<file path="config.mk">
export PLATFORM = sky130hd
export DESIGN_NAME = piece_sequencer
export DESIGN_NICKNAME = d
export VERILOG_FILES = /design/src/rtl/piece_sequencer.sv
export SDC_FILE = /design/constraint.sdc
export NUM_CORES = 1
export LEC_CHECK = 0
export CORE_MARGIN = 3
export CORE_UTILIZATION = 46
export DETAILED_ROUTE_END_ITERATION = 12
export PLACE_DENSITY = 0.8
export SLEW_MARGIN = 20
export SYNTH_ARGS = -nofsm -noshare
export SYNTH_HDL_FRONTEND = slang
export SYNTH_SLANG_ARGS = --single-unit
</file>
<file path="constraint.sdc">
create_clock -name clk -period 3.1 [get_ports clk]
set_clock_uncertainty 0.05 [all_clocks]
set_input_delay 0.62 -clock clk [delete_from_list [all_inputs] [get_ports clk]]
set_output_delay 0.62 -clock clk [all_outputs]
set_load 0.03 [all_outputs]
</file>
<file path="src/rtl/piece_sequencer.sv">
// rtl/piece_sequencer.sv - falling-tetromino sequencer driving the board probe/write port
// Optional feature: define PIECE_SEQ_HARD_DROP_EN to add the hard_drop input.
module piece_sequencer #(
  parameter int COLOUR_W = 24,
  parameter int LINES_W  = 16
) (
  input  logic                clk,
  input  logic                rst,
  input  logic                piece_valid,
  input  logic [35:0]         piece_cells,
  input  logic [COLOUR_W-1:0] piece_colour,
  output logic                piece_ready,
  input  logic                step,
`ifdef PIECE_SEQ_HARD_DROP_EN
  input  logic                hard_drop,
`endif
  output logic [3:0]          board_x,
  output logic [4:0]          board_y,
  output logic [COLOUR_W-1:0] write_colour,
  output logic                validate_start,
  output logic                write_done,
  input  logic                occupied,
  input  logic [1:0]          lines_cleared,
  input  logic                validate_done_flag,
  output logic [35:0]         cur_cells,
  output logic                busy,
  output logic                locked,
  output logic                game_over,
  output logic [LINES_W-1:0]  lines_total
);

  typedef enum logic [3:0] {
    S_IDLE, S_SPAWN_CHK, S_ACTIVE, S_FALL_CHK, S_MOVE,
    S_WRITE, S_COMMIT, S_WAIT_VAL, S_GAME_OVER
  } state_t;

  state_t              state, state_nxt;
  logic [1:0]          k;
  logic [COLOUR_W-1:0] colour;
  logic                hit_acc;
  logic                hit;
  logic                dropping;
  logic                drop_req;
  logic [3:0]          cell_x;
  logic [4:0]          cell_y;
  logic [LINES_W:0]    lines_sum;

`ifdef PIECE_SEQ_HARD_DROP_EN
  assign drop_req = hard_drop;
`else
  assign drop_req = 1'b0;
`endif

  assign cell_x    = cur_cells[9*k +: 4];
  assign cell_y    = cur_cells[9*k+4 +: 5];
  assign lines_sum = {1'b0, lines_total} + (LINES_W+1)'(lines_cleared);

  // A cell at the floor is blocked regardless of what the board reports below it.
  always_comb begin
    hit = 1'b0;
    case (state)
      S_SPAWN_CHK: hit = occupied || (cell_x > 4'd9) || (cell_y > 5'd19);
      S_FALL_CHK:  hit = (cell_y == 5'd19) || occupied;
      default:     hit = 1'b0;
    endcase
  end

  always_ff @(posedge clk or negedge rst) begin
    if (!rst) state <= S_IDLE;
    else      state <= state_nxt;
  end

  always_comb begin
    state_nxt = state;
    case (state)
      S_IDLE:      if (piece_valid) state_nxt = S_SPAWN_CHK;
      S_SPAWN_CHK: if (k == 2'd3) state_nxt = (hit_acc || hit) ? S_GAME_OVER : S_ACTIVE;
      S_ACTIVE:    if (drop_req || step) state_nxt = S_FALL_CHK;
      S_FALL_CHK:  if (k == 2'd3) state_nxt = (hit_acc || hit) ? S_WRITE : S_MOVE;
      S_MOVE:      state_nxt = dropping ? S_FALL_CHK : S_ACTIVE;
      S_WRITE:     if (k == 2'd3) state_nxt = S_COMMIT;
      S_COMMIT:    state_nxt = S_WAIT_VAL;
      S_WAIT_VAL:  if (validate_done_flag) state_nxt = S_IDLE;
      S_GAME_OVER: state_nxt = S_GAME_OVER;
      default:     state_nxt = S_IDLE;
    endcase
  end

  always_comb begin
    piece_ready    = (state == S_IDLE);
    busy           = !((state == S_IDLE) || (state == S_ACTIVE) || (state == S_GAME_OVER));
    game_over      = (state == S_GAME_OVER);
    board_x        = 4'd0;
    board_y        = 5'd0;
    write_colour   = '0;
    validate_start = 1'b0;
    write_done     = 1'b0;
    locked         = 1'b0;
    case (state)
      S_SPAWN_CHK: begin
        board_x = cell_x;
        board_y = cell_y;
      end
      S_FALL_CHK: begin
        board_x = cell_x;
        board_y = (cell_y == 5'd19) ? cell_y : cell_y + 5'd1;
      end
      S_WRITE: begin
        board_x        = cell_x;
        board_y        = cell_y;
        write_colour   = colour;
        validate_start = 1'b1;
      end
      S_COMMIT:   write_done = 1'b1;
      S_WAIT_VAL: locked     = validate_done_flag;
      default: ;
    endcase
  end

  // k wraps 3->0 on the last cell, so every cell-walking state is entered with k = 0.
  always_ff @(posedge clk or negedge rst) begin
    if (!rst) begin
      k           <= 2'd0;
      cur_cells   <= '0;
      colour      <= '0;
      hit_acc     <= 1'b0;
      dropping    <= 1'b0;
      lines_total <= '0;
    end else begin
      case (state)
        S_IDLE: begin
          k        <= 2'd0;
          hit_acc  <= 1'b0;
          dropping <= 1'b0;
          if (piece_valid) begin
            cur_cells <= piece_cells;
            colour    <= piece_colour;
          end
        end
        S_SPAWN_CHK, S_FALL_CHK: begin
          k       <= k + 2'd1;
          hit_acc <= (k == 2'd3) ? 1'b0 : (hit_acc | hit);
        end
        S_ACTIVE: if (drop_req) dropping <= 1'b1;
        S_MOVE: begin
          for (int i = 0; i < 4; i++)
            cur_cells[9*i+4 +: 5] <= cur_cells[9*i+4 +: 5] + 5'd1;
        end
        S_WRITE: k <= k + 2'd1;
        S_WAIT_VAL: begin
          if (validate_done_flag) begin
            lines_total <= lines_sum[LINES_W] ? {LINES_W{1'b1}} : lines_sum[LINES_W-1:0];
            dropping    <= 1'b0;
          end
        end
        default: ;
      endcase
    end
  end

endmodule
</file>
# Yosys cells after proc, flatten, opt, wreduce, memory -nomap -nowiden
# Index checks and enable logic that the tools add are counted.
[op_classes]
addsub = 8
n_mul = 1
n_lt_le_gt_ge = 2
n_eq_ne = 16
n_shift = 2
n_mux = 29
bitwise = 1
reduce_logical = 20
[ops]
columns = ["op", "n"]
rows = [
  ["$pmux 5 s2", 5],
  ["$mux 36", 1],
  ["$pmux 4 s9", 1],
  ["$shiftx 36x7->4", 1],
  ["$shiftx 36x8->5", 1],
  ["$mux 4", 8],
  ["$add 5x1->5 const B", 5],
  ["$mux 24", 1],
  ["$add 16x2->17", 1],
  ["$eq 4x3->1 const B", 4],
  ["$mux 16", 1],
  ["$ne 2x2->1 const B", 6],
  ["$eq 4x2->1 const B", 2],
  ["$reduce_and 2->1", 4],
  ["$reduce_bool 2->1", 4],
  ["$add 6x3->7 const B", 1],
  ["$mux 1", 7],
  ["$logic_or 1x1->1", 6],
  ["$mul 4x2->6 const A", 1],
  ["$pmux 1 s2", 3],
  ["$reduce_and 6->1", 1],
  ["$eq 5x5->1 const B", 1],
  ["$gt 5x5->1 const B", 1],
  ["$mux 5", 1],
  ["other kinds (11)", 12],
]
[word_totals]
reg_bits = 84
input_bits = 68
output_inout_bits = 91
elab_cells = 87

# Logic depth before layout (Yosys ltp)
# Gate-level depths: netlist (run 1).
[logic_depth]
ltp_word = 10
depth_mapped = 8
mapped_depth_nobuf = 8

# Least setup slack after synthesis (run 1)
# OpenSTA, ideal clock, no wires.
[synth_path]
path_kind = "flip-flop to output port"
startpoint = "reg k[0]"
endpoint = "out board_y[0]"
t_arrival_ps = 2276
required_ps = 2430
path_slack_ps = 154
stages_incl_launch_ff = 7
path_buffers = 1
cell_sequence = "dfrtp_1 > buf_6 > mux4_2 > ha_1 > nand2b_1 > o21ai_0 > o21ai_0"
[synth_via]
elab_chain_cells = 6
word_cells_on_any_way = 7
cone_classes = "2 x add/sub; 1 x mul; 1 x eq/ne; 1 x shift; 2 x mux"
[synth_lines]
columns = ["item", "line_no", "rtl"]
rows = [
  ["from (decl)", "38", "logic [1:0] k;"],
  ["from (signal assigned)", "141", "k <= k + 2'd1;"],
  ["from (signal assigned)", "149", "S_WRITE: k <= k + 2'd1;"],
  ["$mul 4x2->6 (*)", "55", "assign cell_y = cur_cells[9*k+4 +: 5];"],
  ["$add 6x3->7 (*)", "55", ""],
  ["$shiftx 36x8->5 (*)", "55", ""],
  ["$add 5x1->5 or $eq 5x5->1 (tied branches)", "106", "board_y = (cell_y == 5'd19) ? cell_y : cell_y + 5'd1;"],
  ["$mux 5", "106", ""],
  ["$pmux 5 s2 (*)", "99", "case (state)"],
  ["to (decl)", "18", "output logic [4:0] board_y,"],
]
# Every way passes the cells marked *; elsewhere a longest branch is shown, timed or not.

# Worst setup path after layout (run 1)
[layout_path]
startpoint = "reg k[0]"
endpoint = "out board_x[3]"
[layout_via]
elab_chain_cells = 3
[layout_lines]
columns = ["item", "line_no", "rtl"]
rows = [
  ["$mul 4x2->6", "54", "assign cell_x = cur_cells[9*k +: 4];"],
  ["$shiftx 36x7->4", "54", ""],
  ["$mux 4", "99", ""],
  ["to (decl)", "17", "output logic [3:0] board_x,"],
]
# Every way passes these cells.

==> results of run 1 <==
## flip-flops by register name (all words and copies together) (netlist names)
register	cells
cur_cells	36
state	4
hit_acc	1
colour	24
lines_total	16
k	2
## power breakdown
| group | leakage [nW] | total, mW | internal [mW] | switching (mW) |
|---|---|---|---|---|
| Clock | 0.0945 | 0.774 | 0.347 | 0.427 |
| Sequential | 1.03 | 1.92 | 1.50 | 0.421 |
| Combinational | 1.96 | 3.67 | 1.60 | 2.07 |
| Total | 3.08 | 6.36 | 3.45 | 2.92 |
## cells by family (layout without fill, tap and decap cells)
logic type | after synthesis | after routing | share of synthesized area
compound gates | 83 | 83 | 0.117
xor+xnor | 10 | 10 | 0.0192
fa+ha+maj | 9 | 9 | 0.0263
buf+inv | 46 | 225 | 0.0483
flops | 83 | 83 | 0.456
mux | 15 | 15 | 0.0639
simple gates | 275 | 275 | 0.270
## layout make-up
cell class | count | area, um2
Fill cell | 731 | 2900
Multi-Input combinational cell | 392 | 2270
Sequential cell | 83 | 2080
Timing Repair Buffer | 189 | 1740
Tap cell | 129 | 161
Clock buffer | 11 | 151
Inverter | 20 | 75.1
Clock inverter | 5 | 43.8
## stage by stage
stage	cell area [um2]	utilization	setup slack [ns]
6_report	6520	0.692	0.0716
5_1_grt	6520	0.692	-0.00470
4_1_cts	6480	0.689	0.00654
3_5_place_dp	6290	0.668	-0.0106
3_3_place_gp	6290	0.668	0.0424
2_1_floorplan	4560	-	0.154
## per-layer routing
| metal | share of wire | up-vias | wire length, um | global-route usage |
|---|---|---|---|---|
| met5 | 0 | - | 0 | 0 |
| met4 | 0.023 | 0 | 316 | 0.0860 |
| met3 | 0.080 | 27 | 1080 | 0.0588 |
| met2 | 0.50 | 187 | 6770 | 0.418 |
| met1 | 0.40 | 2151 | 5340 | 0.299 |
| li1 | - | 2120 | - | - |
## worst paths after layout
check	startpoint	end
max in group asynchronous	rst	k[0]$_DFFE_PN0P_
hold / removal	rst	cur_cells[18]$_DFFE_PN0P_
setup / recovery	k[0]$_DFFE_PN0P_	board_x[3]
hold reg to reg	colour[1]$_DFFE_PN0P_	colour[1]$_DFFE_PN0P_
min in group clk	colour[1]$_DFFE_PN0P_	colour[1]$_DFFE_PN0P_
setup reg to reg	k[0]$_DFFE_PN0P_	state[3]$_DFFE_PN0P_
## Yosys cell counts (5+ instances only)
master    count  area, um2
nand2_1     165        619
dfrtp_1      83       2080
nor2_1       29        109
and2_1       26        163
o21ai_0      26        130
inv_1        20       75.1
a21oi_1      18       90.1
clkbuf_1     14       52.6
nand3_1      14       70.1
and3_1        9       56.3
o22ai_1       9       56.3
ha_1          8        100
xnor2_1       8       70.1
nand4_1       7       43.8
mux4_1        6        158
buf_2         5       25.0
buf_6         5       56.3
mux2_2        5       56.3
nor3_1        5       25.0
or3_1         5       31.3
## worst register-to-register path, stage by stage, from the launching register on
cell      delay (ns)
dfrtp_2         0.45
mux4_2          0.54
buf_4           0.15
buf_4           0.14
a311o_1         0.34
a211oi_2        0.26
nand2_1         0.10
o211a_1         0.22
## repair_timing
action                                  4_1_cts  5_1_grt
buffers inserted                              0        4
hold buffers                                  0        0
endpoints found under the setup margin        7        7
cloned                                        0        0
gates resized for setup                       5        7
==> results.py, run 1 <==
metrics = {
    "status": {
        "status": "finished, final reports clean",
    },
    "worst_setup_path": {
        "r2r_cells": 7,
        "cp-end-kind": "primary output",
        "path_cells": "buf_4 > mux4_1 > and3_1 > clkdlybuf4s50_1",
        "required_ns": 2.43,
        "path_delay_family": "buffers and inverters",
        "worst_ep_arrival_time_ns": 2.36,
        "cp.depth": 4,
        "critPathBufInv": 2,
        "path_class": "reg2out",
        "r2r_slack_ns": 0.75,
        "worstPathMaxFanout": 6,
        "startpoint_type": "flop",
        "max_stage_delay_ns": 0.60,
        "slowest_stage": "clkdlybuf4s50_1",
    },
    "floorplanning": {
        "row_count": 35,
        "coreArea_um2": 9420,
        "start_util": 0.484,
        "die_area_um2": 11100,
        "ios": 159,
        "die_y_um": 106,
        "die_w_um": 106,
    },
    "routing": {
        "route.vias.total": 4485,
        "wirelength_mm": 13.5,
        "wl_per_cell_um": 16.3,
        "drc": 0,
        "drt_iter0_drc": 269,
        "drtPass1Iterations": 5,
        "antenna_left": 0,
        "via_per_inst": 5.41,
    },
    "timing": {
        "fin_crit_ns": 3.03,
        "slew_headroom": 0.489,
        "fin_crit_sh": 0.977,
        "slew_viol_final": 0,
        "tns_ns": 0,
        "setup_viol": 0,
        "tightest_slew_ns": 0.766,
        "whs_ns": 0.240,
        "timing.fmax_ghz": 0.330,
        "finalHoldViolations": 0,
    },
    "global_route": {
        "grt_usage": 0.243,
        "grt_pass1_vias": 4523,
        "grt_remaining_overflow": 0,
        "grt_max_degree": 84,
        "grt_pass1_wl_mm": 21.9,
        "antenna_found_initial": 0,
    },
    "power_and_ir_drop": {
        "p_leak_nw": 3.08,
        "ir_drop_mv": 0.611,
        "power_density_nw_per_um2": 976,
        "power.total_mw": 6.36,
    },
    "cts": {
        "htree_levels": 3,
        "clock_latency_ns": 0.35,
        "cts_tree": "done",
        "clk_path_buf_depth": 2,
        "cts_root_buffer": "clkbuf_8",
        "cts_made_buffers": 9,
        "clk_pin_slew_ns": 0.09,
        "cts_sinks": 83,
    },
    "synth": {
        "synth.yosys.warnings": 0,
        "synth_area_um2": 4560,
        "synth_fp_nets": 598,
        "ys_ff_latch": 83,
        "synth_sequential_area_ratio": 0.456,
        "postSynth.asyncResetShare": 1.00,
        "synthCells": 521,
        "synth_flop_cell": "dfrtp_1",
        "ys_types": 54,
        "syn_area_per_cell_um2": 8.75,
        "synth_edf_count": 0,
    },
    "cells_and_area": {
        "final_nets": 772,
        "layout-area-overhead-vs-synth_pct": 43.0,
        "final_common_cell": "nand2_1",
        "n_antenna_cell": 0,
        "layout_common_cells": "nand2_1, clkdlybuf4s50_1, dfrtp_1, buf_4, nor2_1",
        "drive_gt1_frac": 0.139,
        "layout.cells.non_filler": 829,
    },
    "run": {
        "max-cap-violations": 0,
    },
    "place": {
        "gp_congestion": 0.863,
        "hpwl_mm": 9.83,
        "place_inst": 809,
        "port_buffers": 158,
    },
    "hold_path": {
        "hold_class": "in2async",
    },
}
Note: power is estimated with default switching activity, not from simulation.
==> run 2, diff against run 1 <==
==> constraint.sdc (replaced) <==
create_clock -name clk -period 3.3 [get_ports clk]
set_clock_uncertainty 0.05 [all_clocks]
set_input_delay 0.66 -clock clk [delete_from_list [all_inputs] [get_ports clk]]
set_output_delay 0.66 -clock clk [all_outputs]
set_load 0.03 [all_outputs]
==> run 2 against run 1 <==
- setup slack improved by 0.017 ns
- die area is the same
- non-clock buffer count down 9
- clock power decreased by 10%
- core utilization fell by 0.77 points
- sequential power decreased by 7%
- clock-buffer cell count decreased by 1
- critical path type unchanged
- highest routed layer unchanged
==> results.py, run 2 (synthesized netlist as in run 1, its figures left out) <==
metrics = {
    "power_and_ir_drop": {
        "combPwrFrac": 0.573,
        "power_switching_share": 0.461,
        "internal_power_mw": 3.14,
        "ir_drop_mv": 0.528,
        "power_density_nw_per_um2": 903,
        "p_leak_nw": 3.03,
        "p_sw_mw": 2.68,
        "clock_power_share": 0.120,
        "p_seq_frac": 0.307,
    },
    "cells_and_area": {
        "register_area_um2": 2080,
        "final_common_cell": "nand2_1",
        "regMostFlops": "cur_cells",
        "drive_gt1_frac": 0.117,
        "largest_reg_flops": 36,
        "nFillCells": 765,
        "layout_common_cells": "nand2_1, clkdlybuf4s50_1, dfrtp_1, buf_4, nor2_1",
        "top_regs": "cur_cells x36, colour x24, lines_total x16",
        "n_antenna_cell": 0,
        "multi_input_area_um2": 2260,
        "layout-area-overhead-vs-synth_pct": 41.4,
        "final_nets": 763,
    },
    "floorplanning": {
        "die_w_um": 106,
        "ios": 159,
        "coreArea_um2": 9420,
        "die_area_um2": 11100,
        "die_y_um": 106,
        "row_count": 35,
        "start_util": 0.484,
    },
    "routing": {
        "drc": 0,
        "wl_per_cell_um": 16.3,
        "drtPass1Iterations": 5,
        "via_per_inst": 5.41,
        "route.vias.total": 4437,
        "antenna_left": 0,
        "wirelength_mm": 13.4,
        "drt_iter0_drc": 278,
    },
    "run": {
        "max-cap-violations": 0,
    },
    "status": {
        "status": "finished, final reports clean",
    },
    "timing": {
        "slew_viol_final": 0,
        "fin_crit_sh": 0.973,
        "fin_crit_ns": 3.21,
        "slew_headroom": 0.485,
        "whs_ns": 0.273,
        "setup_ws_ns": 0.0881,
        "tightest_slew_ns": 0.772,
        "setup_viol": 0,
        "timing.fmax_ghz": 0.311,
        "finalHoldViolations": 0,
        "rsz0062_at_grt": "yes",
    },
    "worst_setup_path": {
        "slowest_stage": "mux4_2",
        "max_stage_delay_ns": 0.61,
        "worst_ep_arrival_time_ns": 2.50,
        "worstPathMaxFanout": 6,
        "required_ns": 2.59,
        "critPathBufInv": 1,
        "path_delay_family": "multiplexers",
        "startpoint_type": "flop",
        "cp-end-kind": "primary output",
        "path_cells": "mux4_2 > ha_1 > nand2b_1 > nor2b_1 > a21o_1 > a22o_1 > clkdlybuf4s15_2",
        "path_class": "reg2out",
    },
    "cts": {
        "htree_levels": 3,
        "cts_sinks": 83,
        "cts_tree": "done",
        "clock_latency_ns": 0.35,
        "clk_pin_slew_ns": 0.09,
        "cts_made_buffers": 9,
        "cts_root_buffer": "clkbuf_8",
        "clk_path_buf_depth": 2,
    },
    "place": {
        "port_buffers": 158,
        "gp_congestion": 0.920,
        "hpwl_mm": 9.85,
        "pre_cts_ws_ns": 0.0184,
    },
    "global_route": {
        "grt_pass1_vias": 4526,
        "grt_max_degree": 84,
        "grt_pass1_wl_mm": 21.7,
        "antenna_found_initial": 0,
        "grt_usage": 0.242,
        "grt_remaining_overflow": 0,
    },
    "hold_path": {
        "hold_class": "in2async",
    },
}
[run 2: cell count changes in the layout (fill, tap and decap cells not counted), sizes merged]
cell	delta
clkdlybuf4s15	+2
buf	-12
clkbuf	-1
clkinv	+2
dlygate4sd2	-1
clkdlybuf4s50	+2
inv	-1
[run 2: layer usage]
metal,track usage,share of wire
met1,0.297,0.40
met2,0.421,0.50
met3,0.0582,0.078
met4,0.0731,0.018
met5,0,0
[run 2: worst reg2reg max path: cells and delay by family (launching register included)]
family / cells / cell delay [ns]
buffers and inverters: 1 / 0.23
DFF: 1 / 0.61
muxes: 1 / 0.33
and+or+nand+nor: 4 / 1.26
[run 2: cell type report]
| type | count | area share |
|---|---|---|
| inverter | 20 | 0.0116 |
| timing repair buffer | 180 | 0.261 |
| tap | 129 | 0.0250 |
| clock inverter | 6 | 0.00757 |
| multi-input combinational | 392 | 0.351 |
| clock buffer | 10 | 0.0214 |
| sequential | 83 | 0.322 |
[run 2: stage by stage]
stage	power, mW	area [um2]	utilization	setup TNS (ns)	std cells
6_report	5.82	6450	0.685	0	820
3_3_place_gp	5.02	6230	0.662	0	801
4_1_cts	5.82	6420	0.682	0	817
5_1_grt	6.21	6450	0.685	-0.0163	820
2_1_floorplan	3.82	4560	-	0	521
3_5_place_dp	5.12	6230	0.662	0	801
[run 2: timing repair]
| item | in CTS | in global routing |
|---|---|---|
| gates cloned | 0 | 0 |
| hold buffers | 0 | 0 |
| buffers inserted | 0 | 3 |
| setup endpoints to repair | 2 | 1 |
| gates resized for setup | 5 | 1 |
| hold endpoints to repair | 0 | 0 |
[run 2: final timing paths]
kind,from,end,slack [ns],cells past startpoint
worst min register to register,colour[0]$_DFFE_PN0P_,colour[0]$_DFFE_PN0P_,0.42,2
worst min-delay path,rst,cur_cells[18]$_DFFE_PN0P_,0.27,1
max in group asynchronous,rst,k[0]$_DFFE_PN0P_,2.32,1
min in group clk,colour[0]$_DFFE_PN0P_,colour[0]$_DFFE_PN0P_,0.42,2
worst max register to register,state[0]$_DFFE_PN0P_,lines_total[11]$_DFFE_PN0P_,0.72,6
worst max-delay path,k[0]$_DFFE_PN0P_,board_y[2],0.09,7
[run 2: power by group through the flow]
| stage | logic, mW | registers, mW | clock network [mW] |
|---|---|---|---|
| floorplan | 1.69 | 2.13 | 0 |
| global placement | 3.25 | 1.77 | 0 |
| detailed placement | 3.31 | 1.80 | 0 |
| CTS | 3.32 | 1.79 | 0.716 |
| global route | 3.62 | 1.84 | 0.759 |
| finish | 3.34 | 1.79 | 0.696 |
